==> src/rtl/seg7_scan_driver_if.sv <==
// Bus bundle between the display data source (master) and seg7_scan_driver (slave).
// Optional dimming build (SEG7_DIMMING_EN) adds the brightness signal.
interface seg7_scan_driver_if #(
  parameter int NUM_DIGITS = 4
);
  logic [4*NUM_DIGITS-1:0] digits_in;
  logic [NUM_DIGITS-1:0]   dp_in;
  logic                    blank_lz;
  logic                    hex_mode;
  logic [0:6]              seg;
  logic                    dp;
  logic [NUM_DIGITS-1:0]   digit;
  logic                    frame_start;
`ifdef SEG7_DIMMING_EN
  logic [3:0]              brightness;
`endif

  modport master (
    output digits_in, dp_in, blank_lz, hex_mode,
`ifdef SEG7_DIMMING_EN
    output brightness,
`endif
    input  seg, dp, digit, frame_start
  );

  modport slave (
    input  digits_in, dp_in, blank_lz, hex_mode,
`ifdef SEG7_DIMMING_EN
    input  brightness,
`endif
    output seg, dp, digit, frame_start
  );
endinterface

==> src/rtl/seg7_scan_driver.sv <==
// N-digit multiplexed 7-segment scan driver with frame-coherent input snapshot,
// hex/decimal decode, leading-zero blanking, per-digit decimal points and an
// all-anodes-off guard at the start of every digit slot.
// Optional PWM dimming is enabled by defining SEG7_DIMMING_EN.
module seg7_scan_driver #(
  parameter int NUM_DIGITS      = 4,
  parameter int TICKS_PER_DIGIT = 100000,
  parameter int BLANK_TICKS     = 500
) (
  input logic              clk_100MHz,
  input logic              reset,
  seg7_scan_driver_if.slave bus
);
  localparam int TIMER_W = $clog2(TICKS_PER_DIGIT);
  localparam int SEL_W   = (NUM_DIGITS > 1) ? $clog2(NUM_DIGITS) : 1;
  localparam logic [TIMER_W-1:0] TIMER_LAST = TIMER_W'(TICKS_PER_DIGIT - 1);
  localparam logic [SEL_W-1:0]   SEL_LAST   = SEL_W'(NUM_DIGITS - 1);

  logic [TIMER_W-1:0]      timer;
  logic [SEL_W-1:0]        sel;
  logic                    load_pending;
  logic [4*NUM_DIGITS-1:0] digits_snap;
  logic [NUM_DIGITS-1:0]   dp_snap;
  logic                    blz_snap;
  logic                    hex_snap;

  logic                    timer_tc;
  logic                    load_now;
  logic [NUM_DIGITS-1:0]   lz_blank;
  logic [3:0]              cur_nib;
  logic                    in_guard;
  logic                    anode_en;
  logic [0:6]              seg_nxt;
  logic                    dp_nxt;
  logic [NUM_DIGITS-1:0]   digit_nxt;

  function automatic logic [0:6] decode7(input logic [3:0] nib, input logic hex);
    logic [0:6] s;
    case (nib)
      4'h0: s = 7'b0000001;
      4'h1: s = 7'b1001111;
      4'h2: s = 7'b0010010;
      4'h3: s = 7'b0000110;
      4'h4: s = 7'b1001100;
      4'h5: s = 7'b0100100;
      4'h6: s = 7'b0100000;
      4'h7: s = 7'b0001111;
      4'h8: s = 7'b0000000;
      4'h9: s = 7'b0000100;
      4'hA: s = 7'b0001000;
      4'hB: s = 7'b1100000;
      4'hC: s = 7'b0110001;
      4'hD: s = 7'b1000010;
      4'hE: s = 7'b0110000;
      default: s = 7'b0111000;
    endcase
    // Letters are only legal in hex mode; decimal mode shows nothing for them.
    if (!hex && nib > 4'h9) s = 7'b1111111;
    return s;
  endfunction

  assign timer_tc = (timer == TIMER_LAST);
  // A new frame begins when the last digit slot ends; the very first frame after reset is forced.
  assign load_now = load_pending || (timer_tc && (sel == SEL_LAST));

  // Slot timer and digit select.
  always_ff @(posedge clk_100MHz or posedge reset) begin
    if (reset) begin
      timer <= '0;
      sel   <= '0;
    end else if (timer_tc) begin
      timer <= '0;
      sel   <= (sel == SEL_LAST) ? '0 : sel + 1'b1;
    end else begin
      timer <= timer + 1'b1;
    end
  end

  // Frame snapshot of all display inputs so a frame never shows mixed data.
  always_ff @(posedge clk_100MHz or posedge reset) begin
    if (reset) begin
      load_pending <= 1'b1;
      digits_snap  <= '0;
      dp_snap      <= '0;
      blz_snap     <= 1'b0;
      hex_snap     <= 1'b0;
    end else if (load_now) begin
      load_pending <= 1'b0;
      digits_snap  <= bus.digits_in;
      dp_snap      <= bus.dp_in;
      blz_snap     <= bus.blank_lz;
      hex_snap     <= bus.hex_mode;
    end
  end

  // Leading-zero mask: digit i blanks when it and every more significant nibble is zero.
  always_comb begin
    logic zero_above;
    zero_above = 1'b1;
    lz_blank   = '0;
    for (int i = NUM_DIGITS - 1; i >= 0; i--) begin
      zero_above  = zero_above & (digits_snap[4*i +: 4] == 4'h0);
      lz_blank[i] = zero_above && blz_snap && (i != 0);
    end
  end

`ifdef SEG7_DIMMING_EN
  logic [3:0] pwm_cnt;

  // Free-running PWM phase for brightness control.
  always_ff @(posedge clk_100MHz or posedge reset) begin
    if (reset) pwm_cnt <= '0;
    else       pwm_cnt <= pwm_cnt + 1'b1;
  end

  assign anode_en = !in_guard && ((bus.brightness == 4'hF) || (pwm_cnt < bus.brightness));
`else
  assign anode_en = !in_guard;
`endif

  assign cur_nib  = digits_snap[4*int'(sel) +: 4];
  assign in_guard = (32'(timer) < BLANK_TICKS);

  // Next output values from the current (timer, sel) and snapshot.
  always_comb begin
    seg_nxt   = 7'b1111111;
    dp_nxt    = 1'b1;
    digit_nxt = '1;
    if (!in_guard) begin
      seg_nxt = lz_blank[sel] ? 7'b1111111 : decode7(cur_nib, hex_snap);
      dp_nxt  = ~dp_snap[sel];
    end
    if (anode_en) digit_nxt[sel] = 1'b0;
  end

  // Registered pin drivers; frame_start marks the edge that reloads the snapshot.
  always_ff @(posedge clk_100MHz or posedge reset) begin
    if (reset) begin
      bus.seg         <= 7'b1111111;
      bus.dp          <= 1'b1;
      bus.digit       <= '1;
      bus.frame_start <= 1'b0;
    end else begin
      bus.seg         <= seg_nxt;
      bus.dp          <= dp_nxt;
      bus.digit       <= digit_nxt;
      bus.frame_start <= load_now;
    end
  end
endmodule

==> src/flat_wrapper.sv <==
// flat-port wrapper written by rule: the top's interface ports become plain ports
module seg7_scan_driver_flat 
#(
  parameter int NUM_DIGITS      = 4,
  parameter int TICKS_PER_DIGIT = 100000,
  parameter int BLANK_TICKS     = 500
)
  (clk_100MHz, reset, bus_digits_in, bus_dp_in, bus_blank_lz, bus_hex_mode, bus_seg, bus_dp, bus_digit, bus_frame_start);
  seg7_scan_driver_if #(.NUM_DIGITS(NUM_DIGITS)) bus_i ();
  input logic clk_100MHz;
  input logic reset;
  input wire logic [$bits(bus_i.digits_in)-1:0] bus_digits_in;
  input wire logic [$bits(bus_i.dp_in)-1:0] bus_dp_in;
  input wire logic [$bits(bus_i.blank_lz)-1:0] bus_blank_lz;
  input wire logic [$bits(bus_i.hex_mode)-1:0] bus_hex_mode;
  output wire logic [$bits(bus_i.seg)-1:0] bus_seg;
  output wire logic [$bits(bus_i.dp)-1:0] bus_dp;
  output wire logic [$bits(bus_i.digit)-1:0] bus_digit;
  output wire logic [$bits(bus_i.frame_start)-1:0] bus_frame_start;
  assign bus_i.digits_in = bus_digits_in;
  assign bus_i.dp_in = bus_dp_in;
  assign bus_i.blank_lz = bus_blank_lz;
  assign bus_i.hex_mode = bus_hex_mode;
  assign bus_seg = bus_i.seg;
  assign bus_dp = bus_i.dp;
  assign bus_digit = bus_i.digit;
  assign bus_frame_start = bus_i.frame_start;
  seg7_scan_driver #(.NUM_DIGITS(NUM_DIGITS), .TICKS_PER_DIGIT(TICKS_PER_DIGIT), .BLANK_TICKS(BLANK_TICKS)) u_core (.clk_100MHz(clk_100MHz), .reset(reset), .bus(bus_i));
endmodule
==> config.mk <==
export PLATFORM = sky130hd
export DESIGN_NAME = seg7_scan_driver_flat
export DESIGN_NICKNAME = d
export VERILOG_FILES = /design/src/rtl/seg7_scan_driver_if.sv /design/src/rtl/seg7_scan_driver.sv /design/src/flat_wrapper.sv
export SDC_FILE = /design/constraint.sdc
export NUM_CORES = 1
export LEC_CHECK = 0
export BUFFER_PORTS_ARGS = -buffer_cell sky130_fd_sc_hd__buf_2
export CAP_MARGIN = 0
export CORE_UTILIZATION = 50
export DETAILED_ROUTE_END_ITERATION = 16
export PLACE_DENSITY = 0.71
export RECOVER_POWER = 100
export SLEW_MARGIN = 20
export SYNTH_ARGS = -nofsm -noshare
export SYNTH_HDL_FRONTEND = slang
export SYNTH_SLANG_ARGS = --single-unit
==> constraint.sdc <==
create_clock -name clk_100MHz -period 2.6 [get_ports clk_100MHz]
set_input_delay 0.39 -clock clk_100MHz [delete_from_list [all_inputs] [get_ports clk_100MHz]]
set_output_delay 0.39 -clock clk_100MHz [all_outputs]
set_load 0.01 [all_outputs]
== Yosys cells after proc, flatten, opt, wreduce, memory -nomap -nowiden ==
Memory sizes are Yosys's and may differ from the RTL's.
Index checks and enable logic that the tools add are counted.

* Bits in read-only memories: 112
* Input bits: 24
* Memories: 1
* Logic and storage cells: 49
* RAM bits: 0
* Bits in latches: 0
* Flip-flop bits (word level): 55
* Output and inout port bits: 13

* $mul: 0
* Add/sub/neg operators: 2
* Order comparisons: 4
* Muxes and demuxes: 13
* Divide/modulo/power cells: 0
* Shift operators: 1
* Reductions and logical operators: 11
* Bitwise operators: 4
* Equality and inequality tests: 2

{| class="wikitable"
|+ Memories
! name !! depth !! width !! read ports !! clocked after memory_dff !! wr ports !! RTL line !! text
|-
| (name not given) || 16 || 7 || 1 || 0 || 0 || seg7_scan_driver.sv:39 || <nowiki>case (nib)</nowiki>
|}

{| class="wikitable"
|+ Operator list
! cell !! number
|-
| 7-bit two-way mux || 3
|-
| 17-bit by 1-bit adder with 17-bit output, second input constant || 1
|-
| 17-bit == test, second input constant || 1
|-
| 17-bit by 9-bit < comparator with 1-bit output, second input constant || 1
|-
| 17-bit two-way mux || 1
|-
| 16-bit by 5-bit indexed part select with 4-bit output || 1
|-
| 4-bit logical NOT || 3
|-
| 1-bit logical AND || 6
|-
| 1-bit binary-select mux with 2-bit select || 2
|-
| 4-bit > comparator, second input constant || 1
|-
| 1-bit two-way mux || 4
|-
| 4-bit two-way mux || 1
|-
| 4-bit NOT || 1
|-
| 2-bit by 3-bit < comparator with 1-bit output, second input constant || 1
|-
| 2-bit by 1-bit adder with 2-bit output, second input constant || 1
|-
| 1-bit bitwise AND || 2
|-
| 1-bit demux with 2-bit select || 1
|-
| 2-bit == test, second input constant || 1
|-
| 2-bit by 1-bit greater-or-equal comparator with 1-bit output, second input constant || 1
|-
| 2-bit two-way mux || 1
|-
| 1-bit logical NOT || 1
|-
| 1-bit logical OR || 1
|-
| 1-bit NOT || 1
|}

== Depth between registers and ports, before layout ==
Gate-level depths: netlist (run 1).

* Word-level depth: 8
* Mapped depth: 8
* Gate-level depth less buffers: 7

== Least setup slack after synthesis (run 1) ==
OpenSTA, ideal clock, no wires.

* Path type: reg-to-reg
* Start point: reg u_core.sel[0]
* End point: reg u_core.bus.seg[3]
* Arrival time: 2,026 ps
* Setup slack: 485 ps
* Stages on the path, launching flop included: 9
* Data required time: 2,512 ps
* Path through: dfrtp_1 > buf_2 > mux4_2 > inv_1 > ha_1 > inv_1 > mux4_2 > inv_1 > nand3_1

* Word-level cells in the longest chain between the ends: 6
* Elaborated cells between the ends (all ways): 9
* Those cells by class: 1 x order compare; 1 x shift; 5 x mux; 1 x reduce/logical; 1 x memory

{| class="wikitable"
|+ RTL lines
! what !! RTL line !! text
|-
| from (decl) || seg7_scan_driver.sv:20 || <nowiki>logic [SEL_W-1:0] sel;</nowiki>
|-
| from (signal assigned) || seg7_scan_driver.sv:73 || <nowiki>sel <= (sel == SEL_LAST) ? '0 : sel + 1'b1;</nowiki>
|-
| 16-bit by 5-bit indexed part select with 4-bit output || seg7_scan_driver.sv:121 || <nowiki>assign cur_nib = digits_snap[4*int'(sel) +: 4];</nowiki>
|-
| 4-bit > comparator || seg7_scan_driver.sv:58 || <nowiki>if (!hex && nib > 4'h9) s = 7'b1111111;</nowiki>
|-
| 1-bit logical AND || seg7_scan_driver.sv:58 ||
|-
| 7-bit two-way mux || seg7_scan_driver.sv:58 ||
|-
| 7-bit two-way mux * || seg7_scan_driver.sv:130 || <nowiki>seg_nxt = lz_blank[sel] ? 7'b1111111 : decode7(cur_nib, hex_snap);</nowiki>
|-
| 7-bit two-way mux * || seg7_scan_driver.sv:129 || <nowiki>if (!in_guard) begin</nowiki>
|-
| named net u_core.seg_nxt (one bit) || seg7_scan_driver.sv:33 || <nowiki>logic [0:6] seg_nxt;</nowiki>
|-
| to (signal assigned) || seg7_scan_driver.sv:144 || <nowiki>bus.seg <= seg_nxt;</nowiki>
|-
| to (decl) || seg7_scan_driver_if.sv:31 || <nowiki>output seg, dp, digit, frame_start</nowiki>
|}

Mark *: on every way through the listed nets, which the timed path passes. The rest lies on a longest branch. The select of a mux whose other input is x is not followed.
A chain may end at the register's enable or synchronous reset.

== Worst setup path after layout (run 1) ==
* Start point: reg u_core.timer[0]
* End point: reg u_core.digits_snap[8]

* Word-level cells in the longest chain between the ends: 3

{| class="wikitable"
|+ RTL lines
! what !! RTL line !! text
|-
| from (decl) || seg7_scan_driver.sv:19 || <nowiki>logic [TIMER_W-1:0] timer;</nowiki>
|-
| from (signal assigned) || seg7_scan_driver.sv:75 || <nowiki>timer <= timer + 1'b1;</nowiki>
|-
| 17-bit == test || seg7_scan_driver.sv:62 || <nowiki>assign timer_tc = (timer == TIMER_LAST);</nowiki>
|-
| 1-bit logical AND || seg7_scan_driver.sv:64 || <nowiki>assign load_now = load_pending || (timer_tc && (sel == SEL_LAST));</nowiki>
|-
| 1-bit logical OR || seg7_scan_driver.sv:64 ||
|-
| to (signal assigned) || seg7_scan_driver.sv:89 || <nowiki>digits_snap <= bus.digits_in;</nowiki>
|-
| to (decl) || seg7_scan_driver.sv:22 || <nowiki>logic [4*NUM_DIGITS-1:0] digits_snap;</nowiki>
|}

No other way between the ends.

==> impl_metrics.ini, run 1 <==
[outcome]
status = complete, but fails checks
violations = max-capacitance violations, max-slew violations

[sta]
fmax_mhz = 436
final.setup.worst_slack_ns = 0.307
fin_crit_ns = 2.29
tightestPinTransition_ns = 1.63
rsz0062_at_grt = no
slew-limit-headroom_pct = -8.78
post-route-period-util_pct = 88.2
hold_viol = 0
fin_worst_skew_ns = 0.0106
setup-violations-final = 0
holdWs_ns = 0.283
fin_setup_tns_ns = 0
maxSlewViolCount = 48

[critical_path]
cp_data_required_time_ns = 2.80
reg2reg_to = u_core.digits_snap[8]$_DFFE_PP0P_
reg2regPathDepth = 5
start_kind = register
path_delay_family = compound AO/OA/AOI/OAI gates
cp_data_arrival_time_ns = 2.50
max_stage_delay_ns = 0.76
r2r-start = u_core.timer[0]$_DFF_PP0_
startpoint = u_core.timer[0]$_DFF_PP0_
cp_cell_sequence = ha_1 -> and4_1 -> nand2_1 -> o41a_2 -> mux2_1
crit_path_end_kind = register
path_class = register to register
worst_path_max_delay_cell = o41a_2
worst-path-buf-inv = 0
r2r_slack_ns = 0.31
worstPathMaxFanout = 23

[floorplan]
rows = 26
fp.dieW_um = 76.8
initial_utilization_pct = 53.3
core_um2 = 5240
die-height_um = 76.8
ios = 37
die_area_um2 = 5890

[finish]
layout-drive-gt1-share_pct = 24.2
finalNetCount = 295
antenna_cells = 0
final_cell_area_um2 = 3020
area_growth_pct = 8.24
final_cells = 330

[logic_synthesis]
synth_top_cell_by_area = dfrtp_1
synth_top_area_share_pct = 37.6
synth-edff-count = 0
ys_async_sr_fraction_pct = 100
synth_common_cells = dfrtp_1 (42), mux2_4 (19), nand2_1 (15)
synth_area_um2 = 2790
avgSynthCellArea_um2 = 12.8
synth_nets = 254
ys_seq_area_share_pct = 49.8
synth_most_common_cell = dfrtp_1
synth_cells = 218
ys_types = 39
synth-seq-cells = 55
ys.flop_type = dfrtp_1
synthTopCellsByArea = dfrtp_1 (38%), dfstp_2 (12%), mux2_4 (10%)
yosysWarnings = 0

[placed_design]
numPortBuffers = 36
place_area_um2 = 3050
routabilityCongestion = 0.757
hpwl_um = 3400
dp.cells = 322
place_ws_ns = 0.360

[clock_tree]
cts.path.max_buffers = 2
clock_latency_ns = 0.31
root_buffer = clkbuf_8
clkTransAtPathRegs_ns = 0.10
cts_hold_buf = 0
post-cts-setup-buffers = 0
cts_buffers = 5
post_cts_resized = 0
h-tree-depth = 2
numClockSinks = 55
cts_tree = done

[drt]
wl_per_cell_um = 14.2
finalWirelength_um = 4690
viasPerCell = 5.28
num_vias = 1744
ant_nets = 0
drc = 0
drtIter0Drc = 102
dr.pass1.iters = 6

[power_and_ir_drop]
leakagePower_uw = 0.00126
pwr_density_cell_nw_per_um2 = 519
ir_worst_vdd_mv = 0.306

[global_routing]
grt_pass1_vias = 1705
grt_use_total_pct = 18.0
antenna_found_initial = 0
grt_max_degree = 48
grt_overflow = 0
grt_pass1_wl_um = 8210

[hold_path]
min_path_cells = 2
whs_endpoint = u_core.digits_snap[5]$_DFFE_PP0P_
holdCritStartpoint = bus_digits_in[5]
worst_hold_path_type = primary input to register

[run]
maxCapViolCount = 1
## registers in the layout, indices dropped and copies added (netlist names)
| register | flops |
|---|---|
| u_core.blz_snap | 1 |
| u_core.bus.digit | 4 |
| u_core.bus.dp | 1 |
| u_core.bus.frame_start | 1 |
| u_core.bus.seg | 7 |
| u_core.digits_snap | 16 |
| u_core.dp_snap | 4 |
| u_core.hex_snap | 1 |
| u_core.load_pending | 1 |
| u_core.sel | 2 |
| u_core.timer | 17 |
## worst register-to-register path, stage by stage (launching register included)
cell	delay, ns
dfrtp_1	0.40
ha_1	0.24
and4_1	0.24
nand2_1	0.14
o41a_2	0.76
mux2_1	0.41
## how the worst max path moves through the flow
stage                                         to  slack (ns)  cells after the start
6_report       u_core.digits_snap[8]$_DFFE_PP0P_        0.31                      5
5_1_grt              u_core.bus.seg[0]$_DFF_PP1_        0.12                      7
4_1_cts              u_core.bus.seg[0]$_DFF_PP1_        0.33                      7
3_5_place_dp         u_core.bus.seg[0]$_DFF_PP1_        0.36                      7
3_3_place_gp         u_core.bus.seg[0]$_DFF_PP1_        0.42                      7
2_1_floorplan        u_core.bus.seg[3]$_DFF_PP1_        0.49                      8
## per-stage QoR
step / power [uW] / util [%]
final: 1570 / 57.7
after global routing: 1660 / 57.7
after CTS: 1620 / 60.0
after detailed placement: 1150 / 58.3
after global placement: 1140 / 58.3
after floorplan: 1090 / -
## cell type report
class | count | area (um^2)
clock inverter | 3 | 20.0
clock buffer | 5 | 68.8
sequential | 55 | 1390
inverter | 13 | 48.8
multi-input combinational | 144 | 1230
fill | 481 | 2210
timing repair buffer | 40 | 179
tap | 70 | 87.6
## report_power, final
| group | leakage (uW) | switching, uW | total [uW] | internal (uW) |
|---|---|---|---|---|
| combinational | 0.000564 | 87.5 | 178 | 90.0 |
| sequential | 0.000656 | 33.0 | 925 | 892 |
| clock | 0.0000402 | 278 | 466 | 188 |
## per-layer routing
layer,track usage (%),up-vias,wire length (um)
met3,4.05,9,204
met2,25.1,49,1950
met1,26.8,835,2450
met5,0,-,0
li1,-,851,-
met4,7.88,0,85
## logic make-up after synthesis
logic type                 Yosys count  share of synthesized area [%]
buffers and inverters               19                           3.18
xor gates and xnor gates            17                           5.33
other                                1                          0.134
AOI/OAI and AO/OA                   16                           4.39
adders and majority gates           12                           5.37
DFF                                 55                           49.8
and+or+nand+nor                     62                           12.0
muxes                               36                           19.8
## cell usage in the layout, fill, tap and decap left out, types with 7 or more instances in the layout
cell type / netlist / final
nand3_1: 11 / 11
inv_1: 13 / 13
mux4_2: 7 / 7
nor2_1: 12 / 12
ha_1: 12 / 12
dfstp_2: 13 / 13
clkbuf_1: 2 / 17
xnor2_1: 13 / 13
mux2_2: 8 / 8
nand2_1: 15 / 15
mux2_1: 0 / 19
buf_2: 2 / 23
dfrtp_1: 42 / 42
nor3_1: 6 / 7
No activity file was read; power rests on OpenSTA's default activity.
==> run 2: changes to the inputs <==
CELL_PAD_IN_SITES_DETAIL_PLACEMENT = 1   (was default)
CELL_PAD_IN_SITES_GLOBAL_PLACEMENT = 1   (was default)
CORE_UTILIZATION = 46   (was 50)
PLACE_DENSITY = default   (was 0.71)
PLACE_DENSITY_LB_ADDON = 0.1   (was default)
==> run 2 against run 1 <==
  * The flow now finishes without violations
  * Critical path depth increased by 2
  * Wire length increased by 25%
  * Sequential share of layout area decreased by 0.79 points
  * Clock-buffer cell count unchanged
  * Sequential cell count unchanged
  * Final cell count increased by 1.5%
  * Total power increased by 14%
  * Combinational power increased by 2%
  * First-iteration DRC count decreased by 58%
  * Worst hold slack got worse by 0.0074 ns
  * Sequential power about the same
  * Non-clock buffer count unchanged
  * Largest cell class unchanged
==> impl_metrics.ini, run 2 (synthesis gave the netlist of run 1 again) <==
[global_routing]
grt_pass1_vias = 1877
grt_overflow = 0
grt_use_total_pct = 20.8
grt_pass1_wl_um = 9890
antenna_found_initial = 0
grt_max_degree = 29

[hold_path]
worst_hold_path_type = primary input to register

[sta]
fin_crit_ns = 2.33
setup-violations-final = 0
fin_worst_skew_ns = 0.0136
maxSlewViolCount = 0
slew-limit-headroom_pct = 29.9
fmax_mhz = 428
post-route-period-util_pct = 89.8
rsz0062_at_grt = no
fin_setup_tns_ns = 0
hold_viol = 0
tightestPinTransition_ns = 1.05

[run]
maxCapViolCount = 0

[drt]
wl_per_cell_um = 17.5
ant_nets = 0
num_vias = 1817
drtIter0Drc = 43
finalWirelength_um = 5870
drc = 0
viasPerCell = 5.42
dr.pass1.iters = 4

[power_and_ir_drop]
pwr_density_cell_nw_per_um2 = 583
clock_power_share_pct = 38.2
ir_worst_vdd_mv = 0.298
pwr-share-seq_pct = 51.7
internal_power_uw = 1370
switching_share_pct = 23.8
leakagePower_uw = 0.00129
pwr-share-comb_pct = 10.2
p_sw_uw = 427

[finish]
area_growth_pct = 10.1
finalNetCount = 295
final_common_cell = dfrtp_1
final_cells = 335
layout_common_cells = dfrtp_1 (42), buf_2 (23), mux2_1 (20)
reg.largest.list = u_core.timer: 17 flops, u_core.digits_snap: 16 flops, u_core.bus.seg: 7 flops
antenna_cells = 0
layout-drive-gt1-share_pct = 24.2
largest_register_ffs = 17
fillerInstances = 662
regMostFlops = u_core.timer
fin_util_pct = 52.3

[floorplan]
ios = 37
core_um2 = 5890
fp.dieW_um = 79.9
rows = 28
die-height_um = 79.9
die_area_um2 = 6390
initial_utilization_pct = 47.5

[placed_design]
routabilityCongestion = 0.758
numPortBuffers = 36
hpwl_um = 4000
dp.cells = 327

[outcome]
status = finished clean

[clock_tree]
post-cts-setup-buffers = 0
cts.path.max_buffers = 2
clock_latency_ns = 0.32
cts_hold_buf = 0
cts_buffers = 5
cts_tree = done
post_cts_resized = 0
numClockSinks = 55
root_buffer = clkbuf_8
clkTransAtPathRegs_ns = 0.10
h-tree-depth = 2

[critical_path]
worst_path_max_delay_cell = mux4_2
path_delay_family = multiplexers
path_class = register to register
crit_top_cell = nor2_1
cp_data_arrival_time_ns = 2.56
crit_path_end_kind = register
worst-path-buf-inv = 1
cp_data_required_time_ns = 2.83
worstPathMaxFanout = 9
start_kind = register
cp_cell_sequence = mux4_2 -> inv_1 -> ha_1 -> nor2_1 -> nor2_1 -> o31a_1 -> nand3_1
max_stage_delay_ns = 0.63
## run 2: worst paths after layout
check,slack (ns),endpoint,cells past startpoint,from
worst min-delay path,0.28,u_core.digits_snap[7]$_DFFE_PP0P_,2,bus_digits_in[7]
max in group asynchronous,1.01,u_core.sel[0]$_DFFE_PP0N_,3,reset
worst min register to register,0.50,u_core.timer[0]$_DFF_PP0_,1,u_core.timer[0]$_DFF_PP0_
worst max register to register,0.27,u_core.bus.seg[5]$_DFF_PP1_,7,u_core.sel[0]$_DFFE_PP0N_
min in group asynchronous,0.31,u_core.timer[4]$_DFF_PP0_,2,reset
worst max-delay path,0.27,u_core.bus.seg[5]$_DFF_PP1_,7,u_core.sel[0]$_DFFE_PP0N_
## run 2: area by class of cell
cell class / instances / area [um^2] / area share [%]
timing repair buffer: 40 / 184 / 5.98
sequential: 55 / 1390 / 45.3
clock inverter: 3 / 67.6 / 2.20
tap: 75 / 93.8 / 3.05
clock buffer: 5 / 68.8 / 2.24
multi-input combinational: 144 / 1220 / 39.7
inverter: 13 / 48.8 / 1.59
## run 2: through the flow
| stage | hold slack [ns] | total power [uW] | area (um^2) | setup slack [ns] |
|---|---|---|---|---|
| final | 0.275 | 1790 | 3080 | 0.266 |
| after CTS | 0.157 | 1850 | 3210 | 0.233 |
| after detailed placement | 0.481 | 1160 | 3070 | 0.293 |
| after global placement | 0.480 | 1150 | 3070 | 0.378 |
| after global routing | 0.271 | 1870 | 3080 | 0.0610 |
| after floorplan | 0.453 | 1090 | 2790 | 0.485 |
## run 2: power groups by stage
stage                     sequential (uW)  combinational [uW]  clock, uW
after floorplan                       929                 166          0
after global placement                942                 208          0
after detailed placement              943                 213          0
after CTS                             929                 218        703
after global routing                  932                 203        734
final                                 927                 182        684
## run 2: per-layer routing
layer,up-vias,global-route usage (%),share of wire [%]
li1,848,-,-
met1,926,29.9,48
met2,37,31.4,47
met3,6,4.00,3.3
met4,0,6.96,1.3
met5,-,0,0
==> run 3: changes to the inputs <==
PLACE_DENSITY = 0.85   (was default)
PLACE_DENSITY_LB_ADDON = default   (was 0.1)
SKIP_LAST_GASP = 1   (was default)
==> run 3 against run 2 <==
  * The run now ends with design-rule violations left
  * Sequential share of layout area increased by 0.20 points
  * Critical path depth decreased by 2
  * Via count increased by 1.5%
  * Combinational power increased by 4%
  * First-iteration DRC count increased by 86%
  * Clock-buffer cell count increased by 1
  * Highest routed layer unchanged
==> impl_metrics.ini, run 3 (synthesis gave the netlist of run 1 again) <==
[global_routing]
grt_pass1_wl_um = 9940
grt_overflow = 0
grt_pass1_vias = 1942
grt_max_degree = 32
antenna_found_initial = 0
grt_use_total_pct = 20.9

[clock_tree]
numClockSinks = 55
cts_tree = done
cts.path.max_buffers = 2
root_buffer = clkbuf_8
clock_latency_ns = 0.32
post_cts_resized = 0
post-cts-setup-buffers = 0
h-tree-depth = 2
clkTransAtPathRegs_ns = 0.10
cts_buffers = 5
cts_hold_buf = 0

[drt]
drc = 2
ant_nets = 0
num_vias = 1845
viasPerCell = 5.51
drtIter0Drc = 80
wl_per_cell_um = 18.1
dr.pass1.iters = 10
finalWirelength_um = 6050

[placed_design]
place_ws_ns = 0.285
hpwl_um = 4500
place_area_um2 = 3060
dp.cells = 327
routabilityCongestion = 0.788
numPortBuffers = 36

[finish]
fillerInstances = 662
antenna_cells = 0
layout-drive-gt1-share_pct = 24.6
multiInputGateArea_um2 = 1230
area_growth_pct = 9.63
regArea_um2 = 1390
finalNetCount = 295
final_cell_area_um2 = 3060
reg.largest.list = u_core.timer: 17 flops, u_core.digits_snap: 16 flops, u_core.bus.seg: 7 flops
layout_common_cells = dfrtp_1 (42), buf_2 (23), mux2_1 (19)
largest_register_ffs = 17
final_common_cell = dfrtp_1
regMostFlops = u_core.timer
final_cells = 335

[sta]
fmax_mhz = 426
fin_worst_skew_ns = 0.0120
fin_setup_tns_ns = 0
final.setup.worst_slack_ns = 0.250
setup-violations-final = 0
maxSlewViolCount = 0
hold_viol = 0
rsz0062_at_grt = no
slew-limit-headroom_pct = 23.1
post-route-period-util_pct = 90.4
tightestPinTransition_ns = 1.15
fin_crit_ns = 2.35

[critical_path]
cp_cell_sequence = buf_4 -> ha_1 -> inv_1 -> o41a_2 -> mux2_1
cp_data_arrival_time_ns = 2.55
max_stage_delay_ns = 0.75
r2r_slack_ns = 0.25
path_class = register to register
worst-path-buf-inv = 2
start_kind = register
crit_path_end_kind = register
worstPathMaxFanout = 23
worst_path_max_delay_cell = o41a_2
path_delay_family = compound AO/OA/AOI/OAI gates
cp_data_required_time_ns = 2.80

[floorplan]
die_area_um2 = 6390
initial_utilization_pct = 47.5
rows = 28
fp.dieW_um = 79.9
core_um2 = 5890
die-height_um = 79.9
ios = 37

[outcome]
violations = design-rule violations
status = complete, but fails checks

[hold_path]
worst_hold_path_type = primary input to register

[power_and_ir_drop]
pwr_density_cell_nw_per_um2 = 561
leakagePower_uw = 0.00129
ir_worst_vdd_mv = 0.381

[run]
maxCapViolCount = 0
[run 3: cell types whose count changed in the layout (fill, tap and decap cells not counted), sizes merged]
cell,before,now
clkinvlp,1,0
clkinv,0,1
bufinv,2,1
clkbuf,21,22
[run 3: path summary, 6_finish.rpt]
| path | from | endpoint | depth (start not counted) |
|---|---|---|---|
| setup / recovery | u_core.sel[0]$_DFFE_PP0N_ | u_core.digits_snap[10]$_DFFE_PP0P_ | 5 |
| hold / removal | bus_digits_in[5] | u_core.digits_snap[5]$_DFFE_PP0P_ | 2 |
| setup reg to reg | u_core.sel[0]$_DFFE_PP0N_ | u_core.digits_snap[10]$_DFFE_PP0P_ | 5 |
| hold reg to reg | u_core.timer[0]$_DFF_PP0_ | u_core.timer[0]$_DFF_PP0_ | 1 |
| max in group asynchronous | reset | u_core.digits_snap[1]$_DFFE_PP0P_ | 3 |
| min in group asynchronous | reset | u_core.timer[16]$_DFF_PP0_ | 2 |
[run 3: cell type report]
type / count / share of cell area [%]
timing repair buffer: 40 / 5.96
sequential: 55 / 45.5
inverter: 13 / 1.59
tap: 75 / 3.06
clock buffer: 6 / 2.70
multi-input combinational: 144 / 40.1
clock inverter: 2 / 1.14
[run 3: worst register-to-register path, delay by kind of cell (launching register included)]
kind,cells,cell delay (ns)
adder cells (fa/ha/maj),1,0.22
flip-flops,1,0.56
multiplexers,1,0.42
buffers and inverters,2,0.28
AO/OA/AOI/OAI,1,0.75
[run 3: through the flow]
step	power [uW]	hold WS, ns	util, %
after CTS	1770	0.165	54.0
after global routing	1790	0.277	52.0
final	1720	0.281	52.0
after global placement	1150	0.471	52.0
after detailed placement	1160	0.487	52.0
after floorplan	1090	0.453	-
[run 3: layer usage]
metal | part of all wire (%) | vias to the layer above | global-route usage, % | wire length [um]
li1 | - | 854 | - | -
met1 | 45 | 944 | 28.0 | 2720
met2 | 50 | 38 | 33.7 | 3020
met3 | 3.2 | 9 | 4.46 | 192
met4 | 1.9 | 0 | 6.61 | 115
met5 | 0 | - | 0 | 0
[run 3: report_power, final]
part           leakage, uW  switching, uW  internal [uW]
Sequential        0.000656           35.6            892
Clock            0.0000612            289            312
Combinational     0.000569           99.2           90.6
